==> config.mk <==
export PLATFORM = sky130hd
export DESIGN_NAME = cs_init_xchg_flat
export DESIGN_NICKNAME = d
export VERILOG_FILES = /design/src/rtl/cs_xchg_pkg.sv /design/src/rtl/cs_init_xchg_if.sv /design/src/rtl/cs_rise_det.sv /design/src/rtl/cs_init_xchg.sv /design/src/flat_wrapper.sv
export SDC_FILE = /design/constraint.sdc
export NUM_CORES = 1
export LEC_CHECK = 0
export CORE_MARGIN = 2
export CORE_UTILIZATION = 49
export CTS_BUF_LIST = sky130_fd_sc_hd__clkbuf_4 sky130_fd_sc_hd__clkbuf_8 sky130_fd_sc_hd__clkbuf_16
export CTS_CLUSTER_SIZE = 10
export DETAILED_ROUTE_END_ITERATION = 8
export GPL_TIMING_DRIVEN = 0
export MAX_ROUTING_LAYER = met4
export PLACE_DENSITY = 0.88
export SLEW_MARGIN = 20
export SYNTH_ARGS = -nofsm -noshare
export SYNTH_HDL_FRONTEND = slang
export SYNTH_SLANG_ARGS = --single-unit
==> constraint.sdc <==
create_clock -name clk_i -period 2.3 [get_ports clk_i]
set_input_delay 0.575 -clock clk_i [delete_from_list [all_inputs] [get_ports clk_i]]
set_output_delay 0.575 -clock clk_i [all_outputs]
set_load 0.1 [all_outputs]
==> src/rtl/cs_xchg_pkg.sv <==
`default_nettype none
// ============================================================================
// Module   : cs_xchg_pkg
// Purpose  : Shared types and constants for the initiator-side co-simulation
//            exchange engine. These cover the slot count, the response index,
//            the payload width and the FSM state enumeration.
// Revision : 1.0 - initial release
// ============================================================================
package cs_xchg_pkg;

    localparam int          NSLOT   = 3;
    localparam logic [1:0]  RSP_IDX = 2'd3;
    localparam int          PAY_W   = 9;

    typedef logic [PAY_W-1:0] cs_payload_t;

    typedef enum logic [1:0] {
        IDLE     = 2'd0,
        SEND     = 2'd1,
        WAIT_RSP = 2'd2
    } xchg_state_t;

endpackage
`default_nettype wire

==> src/rtl/cs_init_xchg_if.sv <==
`default_nettype none
// ============================================================================
// Module   : cs_init_xchg_if
// Purpose  : Ready/valid transport channel between the initiator engine and
//            the link. The tx side carries slots 0..2 outward. The rx side
//            carries the target's slot-3 response inward.
// Ports    : master - initiator (drives tx_*, rx_ready)
//            slave  - transport (drives tx_ready, rx_valid/idx/payload)
// Revision : 1.0 - initial release
// ============================================================================
interface cs_init_xchg_if #(
    parameter int PAY_W = 9
) ();
    logic             tx_valid;
    logic             tx_ready;
    logic [1:0]       tx_idx;
    logic [PAY_W-1:0] tx_payload;
    logic             rx_valid;
    logic             rx_ready;
    logic [1:0]       rx_idx;
    logic [PAY_W-1:0] rx_payload;

    modport master (
        output tx_valid, tx_idx, tx_payload, rx_ready,
        input  tx_ready, rx_valid, rx_idx, rx_payload
    );

    modport slave (
        input  tx_valid, tx_idx, tx_payload, rx_ready,
        output tx_ready, rx_valid, rx_idx, rx_payload
    );
endinterface
`default_nettype wire

==> src/rtl/cs_rise_det.sv <==
`default_nettype none
// ============================================================================
// Module   : cs_rise_det
// Purpose  : Samples a slow signal in the clk_i domain and produces a
//            registered one-cycle pulse on each rising transition. The delay
//            register clears on reset, so an input already high at reset
//            release still yields exactly one pulse.
// Ports    : clk_i, rst_i (async, active-high), din, edge_p
// Revision : 1.0 - initial release
// ============================================================================
module cs_rise_det (
    input  logic clk_i,
    input  logic rst_i,
    input  logic din,
    output logic edge_p
);
    logic r_din_d;

    always_ff @(posedge clk_i or posedge rst_i) begin
        if (rst_i) begin
            r_din_d <= 1'b0;
            edge_p  <= 1'b0;
        end else begin
            r_din_d <= din;
            edge_p  <= din & ~r_din_d;
        end
    end
endmodule
`default_nettype wire

==> src/rtl/cs_init_xchg.sv <==
`default_nettype none
// ============================================================================
// Module   : cs_init_xchg
// Purpose  : Initiator exchange engine. On each clk_0_h rise it snapshots the
//            three {wen, data} slots and sends them over xif.tx. It then
//            waits for the slot-3 response on xif.rx. Mission clocks stay
//            frozen until the response arrives or the watchdog expires.
// Ports    : clk_i, rst_i (async, active-high), clk_0_h, wen0..2, i_data0..2,
//            xif (master), freeze_clk, rsp_valid/rsp_data/rsp_flag, busy,
//            err_wdog, err_ovr
// Config   : CS_INIT_SKIP_UNCHANGED_EN - skip slots equal to the last payload
//            sent on that slot.
// Revision : 1.0 - initial release
// ============================================================================
module cs_init_xchg
    import cs_xchg_pkg::*;
#(
    parameter int PAY_W    = 9,
    parameter int WDOG_MAX = 10000,
    parameter int WDOG_W   = 14
) (
    input  logic                  clk_i,
    input  logic                  rst_i,
    input  logic                  clk_0_h,
    input  logic                  wen0,
    input  logic                  wen1,
    input  logic                  wen2,
    input  logic [7:0]            i_data0,
    input  logic [7:0]            i_data1,
    input  logic [7:0]            i_data2,
    cs_init_xchg_if.master        xif,
    output logic [3:0]            freeze_clk,
    output logic                  rsp_valid,
    output logic [7:0]            rsp_data,
    output logic                  rsp_flag,
    output logic                  busy,
    output logic                  err_wdog,
    output logic                  err_ovr
);
    localparam logic [1:0]        ST_IDLE     = IDLE;
    localparam logic [1:0]        ST_SEND     = SEND;
    localparam logic [1:0]        ST_WAIT     = WAIT_RSP;
    localparam logic [1:0]        C_LAST_SLOT = 2'(NSLOT - 1);
    localparam logic [WDOG_W-1:0] C_WDOG_MAX  = WDOG_W'(WDOG_MAX);

    logic                w_edge_p;
    logic [1:0]          r_state;
    logic [1:0]          r_slot;
    logic [PAY_W-1:0]    r_snap [NSLOT];
    logic [PAY_W-1:0]    w_in   [NSLOT];
    logic [WDOG_W-1:0]   r_wdog;
    logic                w_unch;
    logic                w_all_unch;
    logic                w_tx_valid;
    logic                w_hs;
    logic                w_rsp_hit;

    cs_rise_det u_rise (
        .clk_i  (clk_i),
        .rst_i  (rst_i),
        .din    (clk_0_h),
        .edge_p (w_edge_p)
    );

    always_comb begin
        w_in[0] = PAY_W'({wen0, i_data0});
        w_in[1] = PAY_W'({wen1, i_data1});
        w_in[2] = PAY_W'({wen2, i_data2});
    end

`ifdef CS_INIT_SKIP_UNCHANGED_EN
    logic [PAY_W-1:0] r_last [NSLOT];

    assign w_unch     = (r_snap[r_slot] == r_last[r_slot]);
    assign w_all_unch = (w_in[0] == r_last[0]) && (w_in[1] == r_last[1]) &&
                        (w_in[2] == r_last[2]);

    always_ff @(posedge clk_i or posedge rst_i) begin
        if (rst_i) begin
            for (int i = 0; i < NSLOT; i++) r_last[i] <= '0;
        end else if (w_hs) begin
            r_last[r_slot] <= r_snap[r_slot];
        end
    end
`else
    assign w_unch     = 1'b0;
    assign w_all_unch = 1'b0;
`endif

    // A skipped slot holds tx_valid low for its cycle.
    assign w_tx_valid     = (r_state == ST_SEND) && !w_unch;
    assign w_hs           = w_tx_valid && xif.tx_ready;
    assign w_rsp_hit      = (r_state == ST_WAIT) && xif.rx_valid && (xif.rx_idx == RSP_IDX);
    assign xif.tx_valid   = w_tx_valid;
    assign xif.tx_idx     = r_slot;
    assign xif.tx_payload = r_snap[r_slot];
    assign xif.rx_ready   = (r_state == ST_WAIT);
    assign busy           = (r_state != ST_IDLE);

    // A handshake or response counts as progress and wins over a
    // simultaneous watchdog expiry, so no accepted beat is ever lost.
    always_ff @(posedge clk_i or posedge rst_i) begin
        if (rst_i) begin
            r_state    <= ST_IDLE;
            r_slot     <= 2'd0;
            r_wdog     <= '0;
            freeze_clk <= 4'h0;
            rsp_valid  <= 1'b0;
            rsp_data   <= 8'h00;
            rsp_flag   <= 1'b0;
            err_wdog   <= 1'b0;
            err_ovr    <= 1'b0;
            for (int i = 0; i < NSLOT; i++) r_snap[i] <= '0;
        end else begin
            rsp_valid <= 1'b0;
            if (w_edge_p && (r_state != ST_IDLE)) err_ovr <= 1'b1;

            case (r_state)
                ST_IDLE: begin
                    r_wdog <= '0;
                    if (w_edge_p) begin
                        for (int i = 0; i < NSLOT; i++) r_snap[i] <= w_in[i];
                        r_slot     <= 2'd0;
                        freeze_clk <= 4'hF;
                        r_state    <= w_all_unch ? ST_WAIT : ST_SEND;
                    end
                end
                ST_SEND: begin
                    if (w_hs) begin
                        r_wdog <= '0;
                        if (r_slot == C_LAST_SLOT) r_state <= ST_WAIT;
                        else                       r_slot  <= r_slot + 2'd1;
                    end else if (r_wdog == C_WDOG_MAX) begin
                        err_wdog   <= 1'b1;
                        freeze_clk <= 4'h0;
                        r_wdog     <= '0;
                        r_state    <= ST_IDLE;
                    end else if (w_unch && (r_slot == C_LAST_SLOT)) begin
                        r_wdog  <= '0;
                        r_state <= ST_WAIT;
                    end else begin
                        r_wdog <= r_wdog + 1'b1;
                        if (w_unch) r_slot <= r_slot + 2'd1;
                    end
                end
                ST_WAIT: begin
                    if (w_rsp_hit) begin
                        rsp_flag   <= xif.rx_payload[PAY_W-1];
                        rsp_data   <= xif.rx_payload[7:0];
                        rsp_valid  <= 1'b1;
                        freeze_clk <= 4'h0;
                        r_state    <= ST_IDLE;
                    end else if (r_wdog == C_WDOG_MAX) begin
                        err_wdog   <= 1'b1;
                        freeze_clk <= 4'h0;
                        r_wdog     <= '0;
                        r_state    <= ST_IDLE;
                    end else begin
                        r_wdog <= r_wdog + 1'b1;
                    end
                end
                default: r_state <= ST_IDLE;
            endcase
        end
    end
endmodule
`default_nettype wire

==> src/flat_wrapper.sv <==
// flat-port wrapper written by rule: the top's interface ports become plain ports
module cs_init_xchg_flat import cs_xchg_pkg::*;
#(
    parameter int PAY_W    = 9,
    parameter int WDOG_MAX = 10000,
    parameter int WDOG_W   = 14
)
  (clk_i, rst_i, clk_0_h, wen0, wen1, wen2, i_data0, i_data1, i_data2, freeze_clk, rsp_valid, rsp_data, rsp_flag, busy, err_wdog, err_ovr, xif_tx_valid, xif_tx_idx, xif_tx_payload, xif_rx_ready, xif_tx_ready, xif_rx_valid, xif_rx_idx, xif_rx_payload);
  cs_init_xchg_if #(.PAY_W(PAY_W)) xif_i ();
  input  logic clk_i;
  input  logic rst_i;
  input  logic clk_0_h;
  input  logic wen0;
  input  logic wen1;
  input  logic wen2;
  input  logic [7:0] i_data0;
  input  logic [7:0] i_data1;
  input  logic [7:0] i_data2;
  output logic [3:0] freeze_clk;
  output logic rsp_valid;
  output logic [7:0] rsp_data;
  output logic rsp_flag;
  output logic busy;
  output logic err_wdog;
  output logic err_ovr;
  output wire logic [$bits(xif_i.tx_valid)-1:0] xif_tx_valid;
  output wire logic [$bits(xif_i.tx_idx)-1:0] xif_tx_idx;
  output wire logic [$bits(xif_i.tx_payload)-1:0] xif_tx_payload;
  output wire logic [$bits(xif_i.rx_ready)-1:0] xif_rx_ready;
  input wire logic [$bits(xif_i.tx_ready)-1:0] xif_tx_ready;
  input wire logic [$bits(xif_i.rx_valid)-1:0] xif_rx_valid;
  input wire logic [$bits(xif_i.rx_idx)-1:0] xif_rx_idx;
  input wire logic [$bits(xif_i.rx_payload)-1:0] xif_rx_payload;
  assign xif_tx_valid = xif_i.tx_valid;
  assign xif_tx_idx = xif_i.tx_idx;
  assign xif_tx_payload = xif_i.tx_payload;
  assign xif_rx_ready = xif_i.rx_ready;
  assign xif_i.tx_ready = xif_tx_ready;
  assign xif_i.rx_valid = xif_rx_valid;
  assign xif_i.rx_idx = xif_rx_idx;
  assign xif_i.rx_payload = xif_rx_payload;
  cs_init_xchg #(.PAY_W(PAY_W), .WDOG_MAX(WDOG_MAX), .WDOG_W(WDOG_W)) u_core (.clk_i(clk_i), .rst_i(rst_i), .clk_0_h(clk_0_h), .wen0(wen0), .wen1(wen1), .wen2(wen2), .i_data0(i_data0), .i_data1(i_data1), .i_data2(i_data2), .xif(xif_i), .freeze_clk(freeze_clk), .rsp_valid(rsp_valid), .rsp_data(rsp_data), .rsp_flag(rsp_flag), .busy(busy), .err_wdog(err_wdog), .err_ovr(err_ovr));
endmodule
Word-level counts from Yosys, hierarchy flattened
Index checks and enable logic that the tools add are counted.
{ "op_classes": {"n_addsub": 2, "n_eq_ne": 11, "order_cmp": 1, "muxes": 28, "n_reduce_logical": 16, "bitwise": 3} }
{ "ops": {"columns": ["op", "count"], "rows": [
  ["$mux 14", 3],
  ["$pmux 14 s3", 1],
  ["$bmux 9 s2", 1],
  ["$mux 9", 2],
  ["$mux 2", 8],
  ["$mux 4", 4],
  ["$add 14x1->14 const B", 1],
  ["$eq 14x14->1 const B", 1],
  ["$pmux 4 s3", 1],
  ["$ne 2x2->1 const B", 5],
  ["$reduce_and 2->1", 4],
  ["$eq 2x2->1 const B", 3],
  ["$pmux 2 s3", 1],
  ["$reduce_and 3->1", 2],
  ["$reduce_bool 2->1", 3],
  ["$mux 1", 5],
  ["$logic_and 1x1->1", 4],
  ["$pmux 2 s2", 1],
  ["$reduce_and 4->1", 1],
  ["$ge 3x3->1 const B", 1],
  ["$ne 3x3->1 const B", 1],
  ["$not 2->3", 1],
  ["$reduce_bool 3->1", 1],
  ["$add 2x1->2 const B", 1],
  ["other kinds (5)", 5]
]} }
{ "totals": {"in_bits": 43, "regBits": 63, "wordCells": 75, "output_inout_bits": 30} }

Logic depth before layout (Yosys ltp)
{ "logic_depth": {"ltp_word": 5, "ltp_mapped": 6, "ltp_nobuf": 6} }

By module
Synthesis repeated with hierarchy kept, for this count alone.
{ "unflattened": {"cells_unflattened": 275, "hier_area_um2": 2942.8} }
{ "modules_own_cells": {"columns": ["mod", "cells_each", "area_per_inst_um2", "seq_area_each_um2", "instances"], "rows": [
  ["cs_init_xchg", 271, 2875.3, 1526.5, 1],
  ["cs_rise_det", 4, 67.6, 50.0, 1]
]} }

Worst setup path before layout
No wires, ideal clock.
{ "synth_timing": {"path_type": "register to output", "start": "reg u_core.r_slot[1] (netlist: u_core.xif.tx_idx[1])", "end": "out xif_tx_payload[2]", "t_arrival_ns": 3.662, "stages_incl_launch_ff": 5, "path_buffers": 2, "required_ns": 1.725, "setup_slack_ns": -1.937, "path_cell_list": "dfrtp_1 clkbuf_1 buf_2 mux2i_1 o21ai_0"} }
{ "synth_between": {"elab_chain_cells": 4} }
{ "synth_rtl": {"columns": ["item", "line", "source"], "rows": [
  ["start, declared", "cs_init_xchg.sv:48", "logic [1:0] r_slot;"],
  ["start signal, assigned", "cs_init_xchg.sv:132", "else r_slot <= r_slot + 2'd1;"],
  ["start signal, assigned", "cs_init_xchg.sv:143", "if (w_unch) r_slot <= r_slot + 2'd1;"],
  ["$not 2->3 (implied by the code)", "cs_init_xchg.sv:96", "assign xif.tx_payload = r_snap[r_slot];"],
  ["$bmux 9 s2", "cs_init_xchg.sv:96", null],
  ["$mux 9 (implied by the code) (2 in a row)", "cs_init_xchg.sv:96", null],
  ["end, declared", "flat_wrapper.sv:28", "output wire logic [$bits(xif_i.tx_payload)-1:0] xif_tx_payload;"]
]} }
No other way between the ends. The select of a mux whose other input is x is not followed.

Final worst setup path
{ "layout_timing": {"start": "reg u_core.r_slot[1] (netlist: u_core.xif.tx_idx[1])", "end": "out xif_tx_payload[7]"} }
Same word-level chain as after synthesis.

==> summary.txt <==
Finish
  – Final nets: 404
  – Area grow syn2layout: 41.7%
  – Share of cells above drive strength 1: 24.8%
  – # diodes: 0
  – Filler cell count: 413
  – Finished Layout Cells: 434

GRT
  – Total Routing Usage GR: 23.8%
  – Vias in the first global route: 2,423
  – Initial antenna violation count: 0
  – Largest net degree at the start of global routing: 46
  – First-pass GRT wire length: 11,400 µm
  – Total gr overflow: 0

Hold path
  – Cell count of the worst hold path: 1
  – Min-delay src: u_core.u_rise.r_din_d
  – Hold WC Path Type: register to register
  – Hold EP: u_core.u_rise.edge_p

Floorplan
  – Number of cell rows: 28
  – Die W: 81.7 µm
  – Die area: 6670 µm²
  – Total core area: 5890 µm²
  – Die height: 81.7 µm
  – Starting Density: 50.2%
  – Ports: 73

Logic synthesis
  – Yosys top cell by area: dfrtp_1
  – Yosys top cell area share: 53.3%
  – Ys Warns: 0
  – FF+latch count, synth: 63
  – Register area share after synthesis: 53.3%
  – Most frequent cell after synthesis: dfrtp_1
  – Cell count after synthesis: 270
  – Number of distinct library cells after synthesis: 40
  – Synth area leaders: dfrtp_1 53%, mux2_2 10%, nand2_1 6.5%
  – Commonest cells in the netlist: 63 x dfrtp_1, 51 x nand2_1, 27 x mux2_2
  – Ys flop type: dfrtp_1
  – Avg Inst Size Synth: 11.0 µm²
  – Net Count, Synth: 320
  – EDFF count, synth: 0
  – Post-synth ARST share: 100%
  – Post-Syn Area: 2960 µm²

Worst setup path
  – Worst Setup Path Type: register to output pin
  – CP Depth: 5
  – Worst Path Arrival: 1.67 ns
  – Most frequent CP cell: buf_12
  – Reg2reg setup slack: 0.34 ns
  – Crit path max fanout: 10
  – Cell chain of the critical path: clkbuf_8 -> buf_12 -> mux2i_2 -> o22ai_4 -> buf_12
  – Critical Path Sink Type: output pin
  – CP Launch Type: register
  – Worst R2R Start: u_core.r_state[0]
  – Slowest CP cell: dfrtp_2
  – FF-to-FF End: u_core.r_snap[22]
  – Critical Path RT: 1.73 ns
  – CP Buf/Inv Count: 3
  – CP max stage delay: 0.42 ns
  – R2R depth: 5
  – Crit path max-delay family: buffers and inverters

Place
  – Dpl ws: -0.778 ns
  – Post-Place Cells: 418
  – Hpwl dp: 5090 µm
  – Gp weighted congestion: 0.855
  – PortBufs: 72

Timing
  – Period minus WS final: 2.25 ns
  – Final Cycle Share: 97.7%
  – Tightest Pin Transition: 0.980 ns
  – Max-slew violations: 0
  – Setup TNS: 0 ns
  – Worst slew margin: 34.9%
  – Max Fclk: 0.445 GHz
  – RSZ-0062 raised after global routing: false
  – Final number of setup-violating endpoints: 0
  – Final hold viol count: 0
  – Skew final: 0.0119 ns
  – Final WS setup: 0.0519 ns

Job
  – Max Cap Viol: 0

CTS
  – Clock Path Buffers: 2
  – Clock Sinks: 63
  – Hold_buf cts: 0
  – TritonCTS clock tree: done
  – Clock slew at reported path FFs: 0.08 ns
  – Clk_lat worst skew: 0.34 ns
  – Htree depth: 3
  – TritonCTS Buffers: 9
  – Clk root buf: clkbuf_8

Routing
  – Via count: 2,399
  – ANT nets after route: 0
  – WL per Instance: 16.7 µm
  – First-pass DRT Iterations: 4
  – DRT Wirelength: 7230 µm
  – DR iter-0 viols: 148
  – Drt via density: 5.53
  – Drc violations: 0

Run status
  – Run status: completed
[metrics by stage]
step | hold WS, ns | cell area [µm²] | util (%)
5_1_grt | 0.419 | 4190 | 71.2
3_3_place_gp | 0.396 | 3930 | 66.8
6_report | 0.400 | 4190 | 71.2
4_1_cts | 0.399 | 4160 | 70.6
3_5_place_dp | 0.395 | 3960 | 67.3
2_1_floorplan | 0.378 | 3120 | -
[cells by family after synthesis]
logic type	synth area share [%]
buffers and inverters	2.16
XOR/XNOR	0.593
flip-flops	53.3
adder cells (fa/ha/maj)	2.96
AO/OA/AOI/OAI	11.2
multiplexers	13.7
AND/OR/NAND/NOR	16.1
[sequential cells by signal, indices dropped and copies added (netlist names)]
register	flops
u_core.rsp_valid	1
u_core.r_wdog	14
u_core.u_rise.edge_p	1
u_core.rsp_flag	1
u_core.xif.tx_idx	2
u_core.freeze_clk	4
u_core.err_ovr	1
u_core.r_state	2
u_core.u_rise.r_din_d	1
u_core.r_snap	27
u_core.rsp_data	8
u_core.err_wdog	1
[what timing repair did]
| action | 4_1_cts | 5_1_grt |
|---|---|---|
| resized for setup | 91 | 13 |
| endpoints found under the setup margin | 30 | 10 |
| buffers inserted | 0 | 0 |
[cell usage in the layout, fill, tap and decap left out, types with 6 or more instances in the layout]
master,netlist,final
dfrtp_1,63,61
nand2_1,51,51
clkdlybuf4s50_1,0,42
mux2_2,27,27
dlygate4sd2_1,0,18
clkbuf_8,0,11
o21ai_0,17,10
a21oi_1,9,9
inv_1,9,8
nand3_1,7,7
mux2i_2,0,7
o21ai_4,0,7
nand4_1,6,6
buf_6,0,6
[worst max-delay path by stage]
stage | startpoint | to | slack (ns)
floorplan | u_core.xif.tx_idx[1] | xif_tx_payload[0] | -0.02
global placement | rst_i | u_core.xif.tx_idx[1] | -1.10
detailed placement | u_core.xif.tx_idx[1] | xif_tx_payload[5] | -0.78
CTS | u_core.xif.tx_idx[1] | xif_tx_payload[5] | 0.006
global route | u_core.xif.tx_idx[1] | xif_tx_payload[4] | 0.004
finish | u_core.xif.tx_idx[1] | xif_tx_payload[7] | 0.05
[metal layers]
metal / global-route usage (%) / wire (µm) / vias up
li1: - / - / 1133
met2: 40.8 / 3850 / 70
met5: - / 0 / -
met1: 27.6 / 2920 / 1183
met3: 4.84 / 334 / 13
met4: 9.50 / 118 / 0
[layout make-up]
type                       instances  area, µm²  share of cell area (%)
buffer                             6       55.1                    1.31
timing repair buffer              73        738                    17.6
clock buffer                      12        153                    3.64
tap                               75       93.8                    2.24
multi-input combinational        191       1460                    34.9
sequential                        63       1580                    37.7
clock inverter                     4       70.1                    1.67
inverter                          10       40.0                   0.956
Power is left out: the tool's default activity adds up to more than one toggle a clock period on the data nets, which glitch-free logic cannot reach.
